**src/rtl/axis_pkt_pkg.sv**
```systemverilog
`default_nettype none
// ============================================================================
// Module   : axis_pkt_pkg
// Brief    : Shared defaults and packet-FSM state encoding for axis_pkt_tx.
// Revision : 1.0
// ============================================================================
package axis_pkt_pkg;

    localparam int C_DATA_W     = 32;
    localparam int C_FIFO_DEPTH = 16;
    localparam int C_LEN_W      = 16;

    typedef enum logic [1:0] {
        ST_IDLE  = 2'd0,
        ST_SEND  = 2'd1,
        ST_DRAIN = 2'd2
    } pkt_state_t;

endpackage
`default_nettype wire

```
**src/rtl/axis_pkt_tx_sync_fifo.sv**
```systemverilog
`default_nettype none
// ============================================================================
// Module   : sync_fifo
// Brief    : Single-clock show-ahead FIFO with count-based full/empty flags.
// Revision : 1.0
// ============================================================================
module sync_fifo
    import axis_pkt_pkg::*;
#(
    parameter int DATA_W = C_DATA_W,
    parameter int DEPTH  = C_FIFO_DEPTH
) (
    input  logic              clk,
    input  logic              rst_n,
    input  logic              i_wr_en,
    input  logic [DATA_W-1:0] i_wr_data,
    input  logic              i_rd_en,
    output logic [DATA_W-1:0] o_rd_data,
    output logic              o_full,
    output logic              o_empty,
    output logic              o_wr_drop
);

    localparam int c_ADDR_W = $clog2(DEPTH);

    logic [DATA_W-1:0]   r_mem [DEPTH];
    logic [c_ADDR_W-1:0] r_wr_ptr;
    logic [c_ADDR_W-1:0] r_rd_ptr;
    logic [c_ADDR_W:0]   r_count;
    logic                w_wr;
    logic                w_rd;

    assign o_full    = (r_count == (c_ADDR_W+1)'(DEPTH));
    assign o_empty   = (r_count == '0);
    assign o_wr_drop = i_wr_en && o_full;
    assign w_wr      = i_wr_en && !o_full;
    // A read on an empty buffer is ignored, so a same-cycle write just lands.
    assign w_rd      = i_rd_en && !o_empty;
    assign o_rd_data = r_mem[r_rd_ptr];

    always_ff @(posedge clk) begin
        if (w_wr) begin
            r_mem[r_wr_ptr] <= i_wr_data;
        end
    end

    always_ff @(posedge clk or negedge rst_n) begin
        if (!rst_n) begin
            r_wr_ptr <= '0;
            r_rd_ptr <= '0;
            r_count  <= '0;
        end else begin
            if (w_wr) begin
                r_wr_ptr <= r_wr_ptr + c_ADDR_W'(1);
            end
            if (w_rd) begin
                r_rd_ptr <= r_rd_ptr + c_ADDR_W'(1);
            end
            case ({w_wr, w_rd})
                2'b10:   r_count <= r_count + (c_ADDR_W+1)'(1);
                2'b01:   r_count <= r_count - (c_ADDR_W+1)'(1);
                default: r_count <= r_count;
            endcase
        end
    end

endmodule
`default_nettype wire

```
**src/rtl/axis_pkt_tx.sv**
```systemverilog
`default_nettype none
// ============================================================================
// Module   : axis_pkt_tx
// Brief    : Buffers producer words and emits fixed-length AXI-Stream packets.
// Revision : 1.0
// ============================================================================
module axis_pkt_tx
    import axis_pkt_pkg::*;
#(
    parameter int DATA_W     = C_DATA_W,
    parameter int FIFO_DEPTH = C_FIFO_DEPTH,
    parameter int LEN_W      = C_LEN_W
) (
    input  logic              axi_clk,
    input  logic              axi_rst,
    input  logic [DATA_W-1:0] i_data,
    input  logic              i_data_valid,
    output logic              o_full,
    input  logic [LEN_W-1:0]  cfg_pkt_len,
    output logic [DATA_W-1:0] m_axis_data,
    output logic              m_axis_valid,
    output logic              m_axis_last,
    input  logic              m_axis_ready,
    output logic              o_ovf,
    output logic              o_intr
);

    logic [DATA_W-1:0] w_fifo_data;
    logic              w_fifo_empty;
    logic              w_drop;
    logic              w_load;
    logic              w_hs;
    logic              w_beat_last;

    pkt_state_t        r_state;
    pkt_state_t        w_state_nxt;
    logic [LEN_W-1:0]  r_len;
    logic [LEN_W-1:0]  w_len_nxt;
    logic [LEN_W-1:0]  r_cnt;
    logic [LEN_W-1:0]  w_cnt_nxt;

    logic [DATA_W-1:0] r_data;
    logic              r_valid;
    logic              r_last;
    logic              r_ovf;
    logic              r_intr;

    sync_fifo #(
        .DATA_W (DATA_W),
        .DEPTH  (FIFO_DEPTH)
    ) u_fifo (
        .clk       (axi_clk),
        .rst_n     (axi_rst),
        .i_wr_en   (i_data_valid),
        .i_wr_data (i_data),
        .i_rd_en   (w_load),
        .o_rd_data (w_fifo_data),
        .o_full    (o_full),
        .o_empty   (w_fifo_empty),
        .o_wr_drop (w_drop)
    );

    assign w_hs   = r_valid && m_axis_ready;
    assign w_load = !w_fifo_empty && (!r_valid || m_axis_ready);

    always_comb begin
        w_state_nxt = r_state;
        w_len_nxt   = r_len;
        w_cnt_nxt   = r_cnt;
        w_beat_last = 1'b0;
        case (r_state)
            ST_IDLE, ST_DRAIN: begin
                if (r_state == ST_DRAIN && w_hs) begin
                    w_state_nxt = ST_IDLE;
                    w_cnt_nxt   = '0;
                end
                // In DRAIN a load implies the last beat is leaving, so the
                // next packet may open in the same cycle.
                if (w_load) begin
                    w_len_nxt   = (cfg_pkt_len == '0) ? LEN_W'(1) : cfg_pkt_len;
                    w_cnt_nxt   = LEN_W'(1);
                    w_beat_last = (w_len_nxt == LEN_W'(1));
                    w_state_nxt = w_beat_last ? ST_DRAIN : ST_SEND;
                end
            end
            ST_SEND: begin
                if (w_load) begin
                    w_beat_last = (r_cnt == r_len - LEN_W'(1));
                    w_cnt_nxt   = r_cnt + LEN_W'(1);
                    if (w_beat_last) begin
                        w_state_nxt = ST_DRAIN;
                    end
                end
            end
            default: begin
                w_state_nxt = ST_IDLE;
            end
        endcase
    end

    always_ff @(posedge axi_clk or negedge axi_rst) begin
        if (!axi_rst) begin
            r_state <= ST_IDLE;
            r_len   <= '0;
            r_cnt   <= '0;
        end else begin
            r_state <= w_state_nxt;
            r_len   <= w_len_nxt;
            r_cnt   <= w_cnt_nxt;
        end
    end

    always_ff @(posedge axi_clk or negedge axi_rst) begin
        if (!axi_rst) begin
            r_data  <= '0;
            r_valid <= 1'b0;
            r_last  <= 1'b0;
            r_ovf   <= 1'b0;
            r_intr  <= 1'b0;
        end else begin
            if (w_load) begin
                r_data  <= w_fifo_data;
                r_valid <= 1'b1;
                r_last  <= w_beat_last;
            end else if (w_hs) begin
                r_valid <= 1'b0;
                r_last  <= 1'b0;
            end
            r_ovf  <= r_ovf | w_drop;
            r_intr <= w_hs && r_last;
        end
    end

    assign m_axis_data  = r_data;
    assign m_axis_valid = r_valid;
    assign m_axis_last  = r_last;
    assign o_ovf        = r_ovf;
    assign o_intr       = r_intr;

endmodule
`default_nettype wire
```
**config.mk**
```make
export PLATFORM = sky130hd
export DESIGN_NAME = axis_pkt_tx
export DESIGN_NICKNAME = d
export VERILOG_FILES = /design/src/rtl/axis_pkt_pkg.sv /design/src/rtl/axis_pkt_tx_sync_fifo.sv /design/src/rtl/axis_pkt_tx.sv
export SDC_FILE = /design/constraint.sdc
export NUM_CORES = 1
export LEC_CHECK = 0
export CORE_MARGIN = 10
export CORE_UTILIZATION = 34
export DETAILED_ROUTE_END_ITERATION = 10
export HOLD_SLACK_MARGIN = 0.12
export PLACE_DENSITY = 0.58
export SYNTH_ARGS = -nofsm -noshare
export SYNTH_HDL_FRONTEND = slang
export SYNTH_HIERARCHICAL = 1
export SYNTH_SLANG_ARGS = --single-unit
```
**constraint.sdc**
```tcl
create_clock -name axi_clk -period 4.34 [get_ports axi_clk]
set_clock_uncertainty 0.1 [all_clocks]
set_input_delay 0.868 -clock axi_clk [delete_from_list [all_inputs] [get_ports axi_clk]]
set_output_delay 0.868 -clock axi_clk [all_outputs]
set_load 0.005 [all_outputs]
```
==> impl_metrics.toml <==
[sta]
finalHoldViolCount = 0
setup_violations = 0
min_period_over_period_pct = 76.1
fmax_mhz = 303
finalSetupTns_ns = 0
max-slew-margin-rel_pct = 31.5
slew_violations = 0
setup_ws_ns = 1.04
rsz0062_at_grt = "false"
layout_min_cycle_time_ns = 3.30
worst_pin_slew_ns = 1.03

[clock_tree]
cts_resized = 0
cts-hold-fix-buffers = 0
cts_tree = "done"
numCtsBuffers = 61
clk_latency_ns = 0.62
htree_levels = 2
clk_path_buf_depth = 3
cts_root_buf = "clkbuf_16"
path_clk_slew_ns = 0.06
cts_setup_buffers = 0
clock_sinks = 595

[layout]
final_cell_count_no_fill = 2429
regArea_mm2 = 0.0175
multi_input_area_mm2 = 0.00605
area_delta_synth_final_pct = 17.5
n_fill_cell = 6371
final_nets = 1502
drive_above_1_share_pct = 16.7
n_antenna_cell = 0
design_area_mm2 = 0.0281

[drt]
num_vias = 12300
ant_nets = 0
drt_iter0_drc = 872
wl_per_cell_um = 22.1
drtPass1Iterations = 5
vias_per_cell = 5.07
drt-total-wl_um = 53700
drc_errors = 0

[run_status]
status = "complete, no violations"

[synth]
yosysWarningCount = 6
synth_ff_type = "edfxtp_1"
yosysSeqAreaShare_pct = 73.0
synth_edf_count = 512
syn_area_per_cell_um2 = 18.2
synthArstFlopShare_pct = 13.9
synth_fp_nets = 1377
netlist_area_mm2 = 0.0239
synth_cells = 1313
synth_cell_types = 59
synth-seq-cells = 595

[floorplan]
initial_utilization_pct = 34.2
die_h_um = 285
rows = 97
io_pins = 89
core_mm2 = 0.0699
dieArea_mm2 = 0.0813
die_x_um = 285

[place]
portBuffers = 88
dp_slack_ns = 0.668
gp_congestion = 0.754
hpwlAfterDp_um = 32100
dp_cells = 2315
postPlaceCellArea_mm2 = 0.0261

[global_route]
grt_pass1_vias = 12800
grt_usage_pct = 13.0
overflow = 0
grt_max_degree = 67
grt_pass1_wl_um = 81700
antenna_found_initial = 2

[critical_path]
crit_required_ns = 4.73
r2r_end = "u_fifo/r_count[4]$_DFFE_PN0P_"
worstReg2RegStart = "u_fifo/r_count[1]$_DFFE_PN0P_"
ff2ff_path_depth = 11
path_class = "register to register"
r2r_setup_slack_ns = 1.04
end_kind = "register"
startpoint_type = "register"
critical_path.max_fanout = 8
crit_arrival_ns = 3.70

[pwr]
totalPowerFinal_mw = 18.2
ir_drop_v = 0.000369
power.density_mw_per_mm2 = 648
p_leak_nw = 9.53

[hold_path]
hold_path.class = "input pin to async pin"

[run]
max_cap_violations = 0
-- worst max-delay path, cell delays in order, from the launching register on --
cell	delay [ns]
dfrtp_1	0.42
nor4_2	0.38
and2b_1	0.41
nor2_4	0.07
nor2b_1	0.15
ha_1	0.26
ha_1	0.34
nor2b_1	0.15
o21ai_0	0.23
a21oi_1	0.10
or3b_2	0.45
xnor2_1	0.13
-- cells in the mapped netlist, types with 3 or more instances --
cell | number | area [µm²]
nor3_1 | 16 | 80.1
mux2i_1 | 129 | 1290
a22oi_1 | 32 | 240
and2_1 | 3 | 18.8
mux4_2 | 62 | 1400
buf_2 | 19 | 95.1
xor2_1 | 23 | 201
nand4_1 | 8 | 50.1
and3_1 | 6 | 37.5
nor2_1 | 35 | 131
o21ai_1 | 6 | 30.0
o21ai_0 | 43 | 215
mux2_1 | 34 | 383
nor4_2 | 3 | 37.5
inv_1 | 15 | 56.3
nand2_1 | 58 | 218
dfrtp_1 | 83 | 2080
nand2b_1 | 5 | 31.3
a221oi_1 | 64 | 561
clkbuf_1 | 25 | 93.8
nor2b_1 | 5 | 31.3
a21o_1 | 3 | 22.5
buf_6 | 22 | 248
a21oi_1 | 6 | 30.0
nor4_1 | 5 | 31.3
nand3_1 | 8 | 40.0
xnor2_1 | 19 | 166
edfxtp_1 | 512 | 15400
mux2_2 | 12 | 135
ha_1 | 11 | 138
-- kinds of logic after synthesis --
| group | after synthesis | share of synthesized area, % |
|---|---|---|
| AOI/OAI and AO/OA | 173 | 5.37 |
| xor gates and xnor gates | 42 | 1.54 |
| adders and majority gates | 12 | 0.660 |
| buffers and inverters | 84 | 2.15 |
| DFF | 595 | 73.0 |
| muxes | 239 | 13.6 |
| and+or+nand+nor | 168 | 3.60 |
-- routing by layer --
metal,vias up,share of wire (%),GRT usage (%)
met5,-,0.024,0
met1,6455,45,17.4
li1,5537,-,-
met3,67,4.0,2.25
met4,2,1.8,3.20
met2,253,49,21.7
-- per-stage QoR --
stage / hold slack [ns] / util [%]
6_report: 0.298 / 40.2
3_3_place_gp: 0.361 / 37.3
2_1_floorplan: 0.362 / -
5_1_grt: 0.386 / 40.2
4_1_cts: 0.346 / 40.2
3_5_place_dp: 0.362 / 37.3
-- cell type report --
class | instances | area share [%]
clock buffers | 83 | 5.94
clock inverters | 31 | 1.23
inverters | 15 | 0.201
multi-input cells | 634 | 21.5
flip-flops and latches | 595 | 62.2
well taps | 940 | 4.19
repair buffers | 131 | 4.72
-- state kept, by name (all words and copies together), names as in the netlist --
signal and count:
m_axis_data 32, r_len 16, u_fifo/r_mem 512, u_fifo/r_wr_ptr 4, u_fifo/r_count 5, o_ovf 1, m_axis_last 1, u_fifo/r_rd_ptr 4
o_intr 1, r_cnt 16, m_axis_valid 1, r_state 2
-- power by group --
| group | switching (mW) | internal (mW) |
|---|---|---|
| combinational | 3.06 | 2.40 |
| clock | 2.18 | 3.00 |
| sequential | 0.511 | 7.05 |
| total | 5.75 | 12.5 |
-- layout by cell type, fill, tap and decap left out, drive strengths merged, types with 9 or more instances in the layout --
cell             n
o21ai           49
clkinvlp         9
buf             44
clkinv          16
xor2            23
mux4            64
xnor2           19
clkbuf          83
ha              11
inv             16
mux2            46
dfrtp           83
nor3            16
clkdlybuf4s50   87
nor2            36
mux2i          129
edfxtp         512
a221oi          64
a22oi           32
nand2           58
-- worst max-delay path by stage --
stage | startpoint | end | slack (ns) | depth (start not counted)
2_1_floorplan | i_data_valid | u_fifo/r_mem[3][0]$_DFFE_PP_ | 0.30 | 4
3_3_place_gp | m_axis_ready | u_fifo/r_count[4]$_DFFE_PN0P_ | 0.69 | 12
3_5_place_dp | m_axis_ready | u_fifo/r_count[4]$_DFFE_PN0P_ | 0.67 | 12
4_1_cts | u_fifo/r_count[1]$_DFFE_PN0P_ | u_fifo/r_count[4]$_DFFE_PN0P_ | 1.02 | 11
5_1_grt | u_fifo/r_count[1]$_DFFE_PN0P_ | u_fifo/r_count[4]$_DFFE_PN0P_ | 0.87 | 11
6_report | u_fifo/r_count[1]$_DFFE_PN0P_ | u_fifo/r_count[4]$_DFFE_PN0P_ | 1.04 | 11
Note: power is estimated with default switching activity, not from simulation.
